`src/rtl/mem_access_unit_if.sv`:
```
// Request/response handshake and data-RAM port bundle for mem_access_unit.
// The slave modport is the access unit; master is the CPU side plus the RAM.
interface mem_access_unit_if;
    logic        req_valid;
    logic        req_ready;
    logic        req_wr;
    logic [1:0]  req_size;
    logic        req_signed;
    logic [31:0] req_addr;
    logic [31:0] req_wdata;
    logic        resp_valid;
    logic        resp_ready;
    logic [31:0] resp_rdata;
    logic        resp_err;
    logic [4:0]  mem_addr;
    logic [3:0]  mem_wen;
    logic [31:0] mem_wdata;
    logic [31:0] mem_rdata;

    modport slave (
        input  req_valid, req_wr, req_size, req_signed, req_addr, req_wdata,
        output req_ready,
        output resp_valid, resp_rdata, resp_err,
        input  resp_ready,
        output mem_addr, mem_wen, mem_wdata,
        input  mem_rdata
    );

    modport master (
        output req_valid, req_wr, req_size, req_signed, req_addr, req_wdata,
        input  req_ready,
        input  resp_valid, resp_rdata, resp_err,
        output resp_ready,
        input  mem_addr, mem_wen, mem_wdata,
        output mem_rdata
    );
endinterface

```
`src/rtl/mem_access_unit.sv`:
```
// Load/store controller for a 32x32 byte-enabled data RAM: one request at a time,
// lane steering for stores, extension for loads, error flagging without RAM access.
module mem_access_unit (
    input  logic               clk,
    input  logic               resetn,
    mem_access_unit_if.slave   bus,
    output logic [15:0]        load_cnt,
    output logic [15:0]        store_cnt,
    output logic [15:0]        err_cnt
);
    typedef enum logic [1:0] {IDLE, ACCESS, RESP} state_t;

    state_t      state, state_nxt;
    logic        wr_q;
    logic        signed_q;
    logic [1:0]  size_q;
    logic [1:0]  addr_lo_q;
    logic        req_err;
    logic [3:0]  wen_mask;
    logic [31:0] lane_shift;
    logic [7:0]  lane_b;
    logic [15:0] lane_h;
    logic [31:0] load_data;

    assign req_err = (bus.req_size == 2'b11)
                   | (bus.req_size == 2'b01 && bus.req_addr[0])
                   | (bus.req_size == 2'b10 && bus.req_addr[1:0] != 2'b00)
                   | (bus.req_addr[31:7] != 25'd0);

    always_ff @(posedge clk) begin
        if (!resetn) state <= IDLE;
        else         state <= state_nxt;
    end

    always_comb begin
        state_nxt = state;
        case (state)
            IDLE:    if (bus.req_valid) state_nxt = req_err ? RESP : ACCESS;
            ACCESS:  state_nxt = RESP;
            RESP:    if (bus.resp_ready) state_nxt = IDLE;
            default: state_nxt = IDLE;
        endcase
    end

    assign bus.req_ready = (state == IDLE);

    always_comb begin
        wen_mask = '0;
        case (size_q)
            2'b00:   wen_mask = 4'b0001 << addr_lo_q;
            2'b01:   wen_mask = addr_lo_q[1] ? 4'b1100 : 4'b0011;
            2'b10:   wen_mask = 4'b1111;
            default: wen_mask = '0;
        endcase
    end

    // Gated by resetn so a store caught by reset in ACCESS never commits.
    assign bus.mem_wen = (state == ACCESS && wr_q && resetn) ? wen_mask : '0;

    always_comb begin
        lane_shift = bus.mem_rdata >> {addr_lo_q, 3'b000};
        lane_b     = lane_shift[7:0];
        lane_h     = addr_lo_q[1] ? bus.mem_rdata[31:16] : bus.mem_rdata[15:0];
        case (size_q)
            2'b00:   load_data = {{24{signed_q & lane_b[7]}}, lane_b};
            2'b01:   load_data = {{16{signed_q & lane_h[15]}}, lane_h};
            default: load_data = bus.mem_rdata;
        endcase
    end

    always_ff @(posedge clk) begin
        if (!resetn) begin
            bus.resp_valid <= 1'b0;
            bus.resp_rdata <= '0;
            bus.resp_err   <= 1'b0;
            bus.mem_addr   <= '0;
            bus.mem_wdata  <= '0;
            wr_q           <= 1'b0;
            signed_q       <= 1'b0;
            size_q         <= '0;
            addr_lo_q      <= '0;
            load_cnt       <= '0;
            store_cnt      <= '0;
            err_cnt        <= '0;
        end else begin
            case (state)
                IDLE: begin
                    if (bus.req_valid) begin
                        wr_q      <= bus.req_wr;
                        signed_q  <= bus.req_signed;
                        size_q    <= bus.req_size;
                        addr_lo_q <= bus.req_addr[1:0];
                        if (req_err) begin
                            bus.resp_err   <= 1'b1;
                            bus.resp_rdata <= '0;
                            bus.resp_valid <= 1'b1;
                        end else begin
                            bus.resp_err <= 1'b0;
                            bus.mem_addr <= bus.req_addr[6:2];
                            if (bus.req_wr) begin
                                case (bus.req_size)
                                    2'b00:   bus.mem_wdata <= {4{bus.req_wdata[7:0]}};
                                    2'b01:   bus.mem_wdata <= {2{bus.req_wdata[15:0]}};
                                    default: bus.mem_wdata <= bus.req_wdata;
                                endcase
                            end
                        end
                    end
                end
                ACCESS: begin
                    bus.resp_rdata <= wr_q ? '0 : load_data;
                    bus.resp_valid <= 1'b1;
                end
                RESP: begin
                    if (bus.resp_ready) begin
                        bus.resp_valid <= 1'b0;
                        if (bus.resp_err) begin
                            if (err_cnt != 16'hFFFF) err_cnt <= err_cnt + 16'd1;
                        end else if (wr_q) begin
                            if (store_cnt != 16'hFFFF) store_cnt <= store_cnt + 16'd1;
                        end else begin
                            if (load_cnt != 16'hFFFF) load_cnt <= load_cnt + 16'd1;
                        end
                    end
                end
                default: ;
            endcase
        end
    end
endmodule

```
`src/flat_wrapper.sv`:
```
// flat-port wrapper written by rule: the top's interface ports become plain ports
module mem_access_unit_flat 
  (clk, resetn, load_cnt, store_cnt, err_cnt, bus_req_valid, bus_req_wr, bus_req_size, bus_req_signed, bus_req_addr, bus_req_wdata, bus_req_ready, bus_resp_valid, bus_resp_rdata, bus_resp_err, bus_resp_ready, bus_mem_addr, bus_mem_wen, bus_mem_wdata, bus_mem_rdata);
  mem_access_unit_if bus_i ();
  input  logic clk;
  input  logic resetn;
  output logic [15:0] load_cnt;
  output logic [15:0] store_cnt;
  output logic [15:0] err_cnt;
  input wire logic [$bits(bus_i.req_valid)-1:0] bus_req_valid;
  input wire logic [$bits(bus_i.req_wr)-1:0] bus_req_wr;
  input wire logic [$bits(bus_i.req_size)-1:0] bus_req_size;
  input wire logic [$bits(bus_i.req_signed)-1:0] bus_req_signed;
  input wire logic [$bits(bus_i.req_addr)-1:0] bus_req_addr;
  input wire logic [$bits(bus_i.req_wdata)-1:0] bus_req_wdata;
  output wire logic [$bits(bus_i.req_ready)-1:0] bus_req_ready;
  output wire logic [$bits(bus_i.resp_valid)-1:0] bus_resp_valid;
  output wire logic [$bits(bus_i.resp_rdata)-1:0] bus_resp_rdata;
  output wire logic [$bits(bus_i.resp_err)-1:0] bus_resp_err;
  input wire logic [$bits(bus_i.resp_ready)-1:0] bus_resp_ready;
  output wire logic [$bits(bus_i.mem_addr)-1:0] bus_mem_addr;
  output wire logic [$bits(bus_i.mem_wen)-1:0] bus_mem_wen;
  output wire logic [$bits(bus_i.mem_wdata)-1:0] bus_mem_wdata;
  input wire logic [$bits(bus_i.mem_rdata)-1:0] bus_mem_rdata;
  assign bus_i.req_valid = bus_req_valid;
  assign bus_i.req_wr = bus_req_wr;
  assign bus_i.req_size = bus_req_size;
  assign bus_i.req_signed = bus_req_signed;
  assign bus_i.req_addr = bus_req_addr;
  assign bus_i.req_wdata = bus_req_wdata;
  assign bus_req_ready = bus_i.req_ready;
  assign bus_resp_valid = bus_i.resp_valid;
  assign bus_resp_rdata = bus_i.resp_rdata;
  assign bus_resp_err = bus_i.resp_err;
  assign bus_i.resp_ready = bus_resp_ready;
  assign bus_mem_addr = bus_i.mem_addr;
  assign bus_mem_wen = bus_i.mem_wen;
  assign bus_mem_wdata = bus_i.mem_wdata;
  assign bus_i.mem_rdata = bus_mem_rdata;
  mem_access_unit u_core (.clk(clk), .resetn(resetn), .bus(bus_i), .load_cnt(load_cnt), .store_cnt(store_cnt), .err_cnt(err_cnt));
endmodule
```
`config.mk`:
```
export PLATFORM = sky130hd
export DESIGN_NAME = mem_access_unit_flat
export DESIGN_NICKNAME = d
export VERILOG_FILES = /design/src/rtl/mem_access_unit_if.sv /design/src/rtl/mem_access_unit.sv /design/src/flat_wrapper.sv
export SDC_FILE = /design/constraint.sdc
export NUM_CORES = 1
export LEC_CHECK = 0
export BUFFER_PORTS_ARGS = -buffer_cell sky130_fd_sc_hd__clkbuf_2
export CAP_MARGIN = 25
export CORE_MARGIN = 2
export CORE_UTILIZATION = 32
export CTS_CLUSTER_DIAMETER = 30
export CTS_CLUSTER_SIZE = 12
export DETAILED_ROUTE_END_ITERATION = 16
export PLACE_DENSITY = 0.58
export SKIP_LAST_GASP = 1
export SYNTH_ARGS = -nofsm -noshare
export SYNTH_HDL_FRONTEND = slang
export SYNTH_SLANG_ARGS = --single-unit
export TNS_END_PERCENT = 20
```
`constraint.sdc`:
```
create_clock -name clk -period 3.49 [get_ports clk]
set_input_delay 0.349 -clock clk [delete_from_list [all_inputs] [get_ports clk]]
set_output_delay 0.349 -clock clk [all_outputs]
set_load 0.1 [all_outputs]
```
==> flow_summary.json <==
{
  "overflow": 0,
  "synthToLayoutAreaGrowth_pct": 30.2,
  "dp_cells": 1147,
  "met2_usage": 0.293,
  "grt.busiest_layer": "met2",
  "dr.pass1.iters": 4,
  "worstSetupStartpointType": "flop",
  "hold_violations": 0,
  "cts_tree": "built",
  "start_util": 0.328,
  "final_cell_area_um2": 8020,
  "setup_viol": 0,
  "status": "finished, final reports clean",
  "drv_slew": 0,
  "final_period_minus_worst_setup_slack_ns": 2.68,
  "syn_nets": 835,
  "synthDistinctLibCells": 59,
  "min_period_over_period": 0.768,
  "clkTransAtPathRegs_ns": 0.06,
  "n_antenna_cell": 0,
  "clock_sinks": 127,
  "syn_area_um2": 6160,
  "dieArea_um2": 20400,
  "ys_seq_area_frac": 0.413,
  "p_clk_frac": 0.491,
  "numCtsBuffers": 17,
  "slowest_stage": "nand2b_1",
  "clock_skew_ns": 0.00752,
  "timing.fmax_mhz": 373,
  "tightest_slew_ns": 0.880,
  "whs_ns": 0.164,
  "portBuffers": 227,
  "rows": 50,
  "endpoint_kind": "primary output",
  "cts_buffer_depth": 2,
  "die_x_um": 143,
  "wl_per_cell_um": 16.1,
  "intPower_uw": 2620,
  "synth_ff_type": "dfxtp_1",
  "p_comb_frac": 0.088,
  "relSlewSlack": 0.413,
  "synth_edf_count": 0,
  "powerDensity_nw_per_um2": 435,
  "clk_latency_ns": 0.41,
  "postCtsHoldBufs": 0,
  "drtAntennaViolNets": 0,
  "crit_chain": "nand2b_1 > nand2_1 > mux2_2 > nor2_1 > clkbuf_2",
  "post-dp-hpwl_um": 13500,
  "grt_max_degree": 82,
  "track_usage": 0.187,
  "drive_gt1_frac": 0.295,
  "path_max_fanout": 16,
  "async_flop_share": 0,
  "coreArea_um2": 18800,
  "drt-total-wl_um": 18900,
  "grt_use_met3": 0.0520,
  "die_h_um": 143,
  "antenna_found_initial": 0,
  "min_path_type": "in -> reg",
  "worst-setup-path-type": "reg -> out",
  "vias_per_cell": 5.18,
  "swShare": 0.250,
  "root_buffer": "clkbuf_16",
  "cap_violations": 0,
  "cp.arrival_ns": 2.33,
  "nets": 1039,
  "p_sw_uw": 870,
  "drc": 0,
  "peakVddDrop_mv": 0.303,
  "layout_commonest_cell": "clkbuf_2",
  "yosys_warnings": 0,
  "tns_ns": 0,
  "required_ns": 3.14,
  "drt_iter0_markers": 272,
  "slowest_delay_ns": 0.51,
  "synth_cells": 728,
  "synth_seq_cells": 127,
  "grt_first_pass_wirelength_um": 30200,
  "grtUsageMet1": 0.253,
  "gp_congestion": 0.790,
  "io_pins": 228,
  "postCtsSetupRepairBufs": 0,
  "layout_common_cells": "clkbuf_2, dfxtp_1, nand2_1",
  "p_leak_uw": 0.00331,
  "seq_power_share": 0.422,
  "placed_area_um2": 7450,
  "stdcell_count": 1179,
  "cts-resized-gates": 0,
  "grt_setup_unrepaired": "false",
  "post-route-util": 0.427,
  "grt_pass1_vias": 5671,
  "vias": 6109,
  "avgSynthCellArea_um2": 8.46,
  "h-tree-depth": 4
}
metal layers:
metal / part of all wire / wire length (um) / up-vias
met3: 0.065 / 1230 / 14
met1: 0.48 / 9090 / 2812
li1: - / - / 3087
met5: 0 / 0 / -
met2: 0.44 / 8420 / 196
met4: 0.011 / 202 / 0
registers in the layout, indices dropped and copies added, names as in the netlist:
register,count
u_core.load_cnt,16
u_core.wr_q,1
u_core.signed_q,1
u_core.store_cnt,16
u_core.bus.resp_err,1
u_core.bus.mem_wdata,32
u_core.bus.resp_valid,1
u_core.addr_lo_q,2
u_core.bus.mem_addr,5
u_core.bus.resp_rdata,32
u_core.size_q,2
u_core.err_cnt,16
u_core.state,2
cells by family (layout without fill, tap and decap cells):
group / after synthesis / in the layout / synth area share
simple gates: 293 / 293 / 0.244
compound gates: 182 / 182 / 0.201
flops: 127 / 127 / 0.413
buf+inv: 67 / 284 / 0.0469
mux: 29 / 29 / 0.0508
xor+xnor: 27 / 27 / 0.0384
fa+ha+maj: 3 / 3 / 0.00610
through the flow:
stage,setup WS (ns),total power (uW)
floorplan,0.437,1680
global placement,1.01,1810
detailed placement,1.09,1810
CTS,0.785,3540
global route,0.625,3630
finish,0.808,3490
area by class of cell:
type	instances	area [um^2]
well taps	234	293
flip-flops and latches	127	2540
clock inverters	11	88.8
multi-input cells	534	3340
clock buffers	21	480
fillers	1984	10800
repair buffers	238	1220
inverters	14	52.6
Yosys cell counts, types with 2 or more instances:
cell	number	share of area
dfxtp_1	127	0.41
nand2_1	84	0.051
nor2_1	55	0.034
clkbuf_1	42	0.026
nand3_1	41	0.033
o21ai_0	38	0.031
a21oi_1	32	0.026
a32o_1	30	0.049
o21ai_1	28	0.023
nand2b_1	21	0.021
mux2i_1	20	0.033
nor3_1	18	0.015
xnor2_1	18	0.026
a211oi_1	12	0.015
inv_1	12	0.0073
nand4_1	11	0.011
nor4_1	10	0.010
and4_1	9	0.013
xor2_1	9	0.013
a311oi_1	8	0.011
and2_1	8	0.0081
a221o_1	7	0.011
and3_1	7	0.0071
mux2_1	7	0.013
buf_2	6	0.0049
o211ai_1	6	0.0073
o31ai_1	6	0.0073
or3_1	6	0.0061
or4_1	6	0.0073
nor2b_1	5	0.0051
buf_6	4	0.0073
ha_1	3	0.0061
nand4b_1	3	0.0043
a2111oi_0	2	0.0028
o2111ai_1	2	0.0028
o21a_1	2	0.0024
worst paths after layout:
path,startpoint,end,slack [ns],depth (start not counted)
max,u_core.addr_lo_q[0],bus_mem_wen[2],0.81,5
min,bus_req_addr[2],u_core.bus.mem_addr[0],0.16,3
max reg2reg,u_core.addr_lo_q[1],u_core.bus.resp_rdata[31],1.12,7
min reg2reg,u_core.bus.mem_addr[4],u_core.bus.mem_addr[4],0.45,2
power groups by stage:
stage / combinational, uW / clock (uW) / sequential [uW]
floorplan: 166 / 0 / 1520
global placement: 307 / 0 / 1500
detailed placement: 307 / 0 / 1500
CTS: 309 / 1760 / 1470
global route: 337 / 1820 / 1470
finish: 305 / 1710 / 1470
critical path, delay by kind of cell, from the launching register on:
| kind | cells | cell delay, ns |
|---|---|---|
| flip-flops | 1 | 0.38 |
| multiplexers | 1 | 0.30 |
| buffers and inverters | 1 | 0.48 |
| AND/OR/NAND/NOR | 3 | 0.76 |
(Power assumes the default switching activity.)
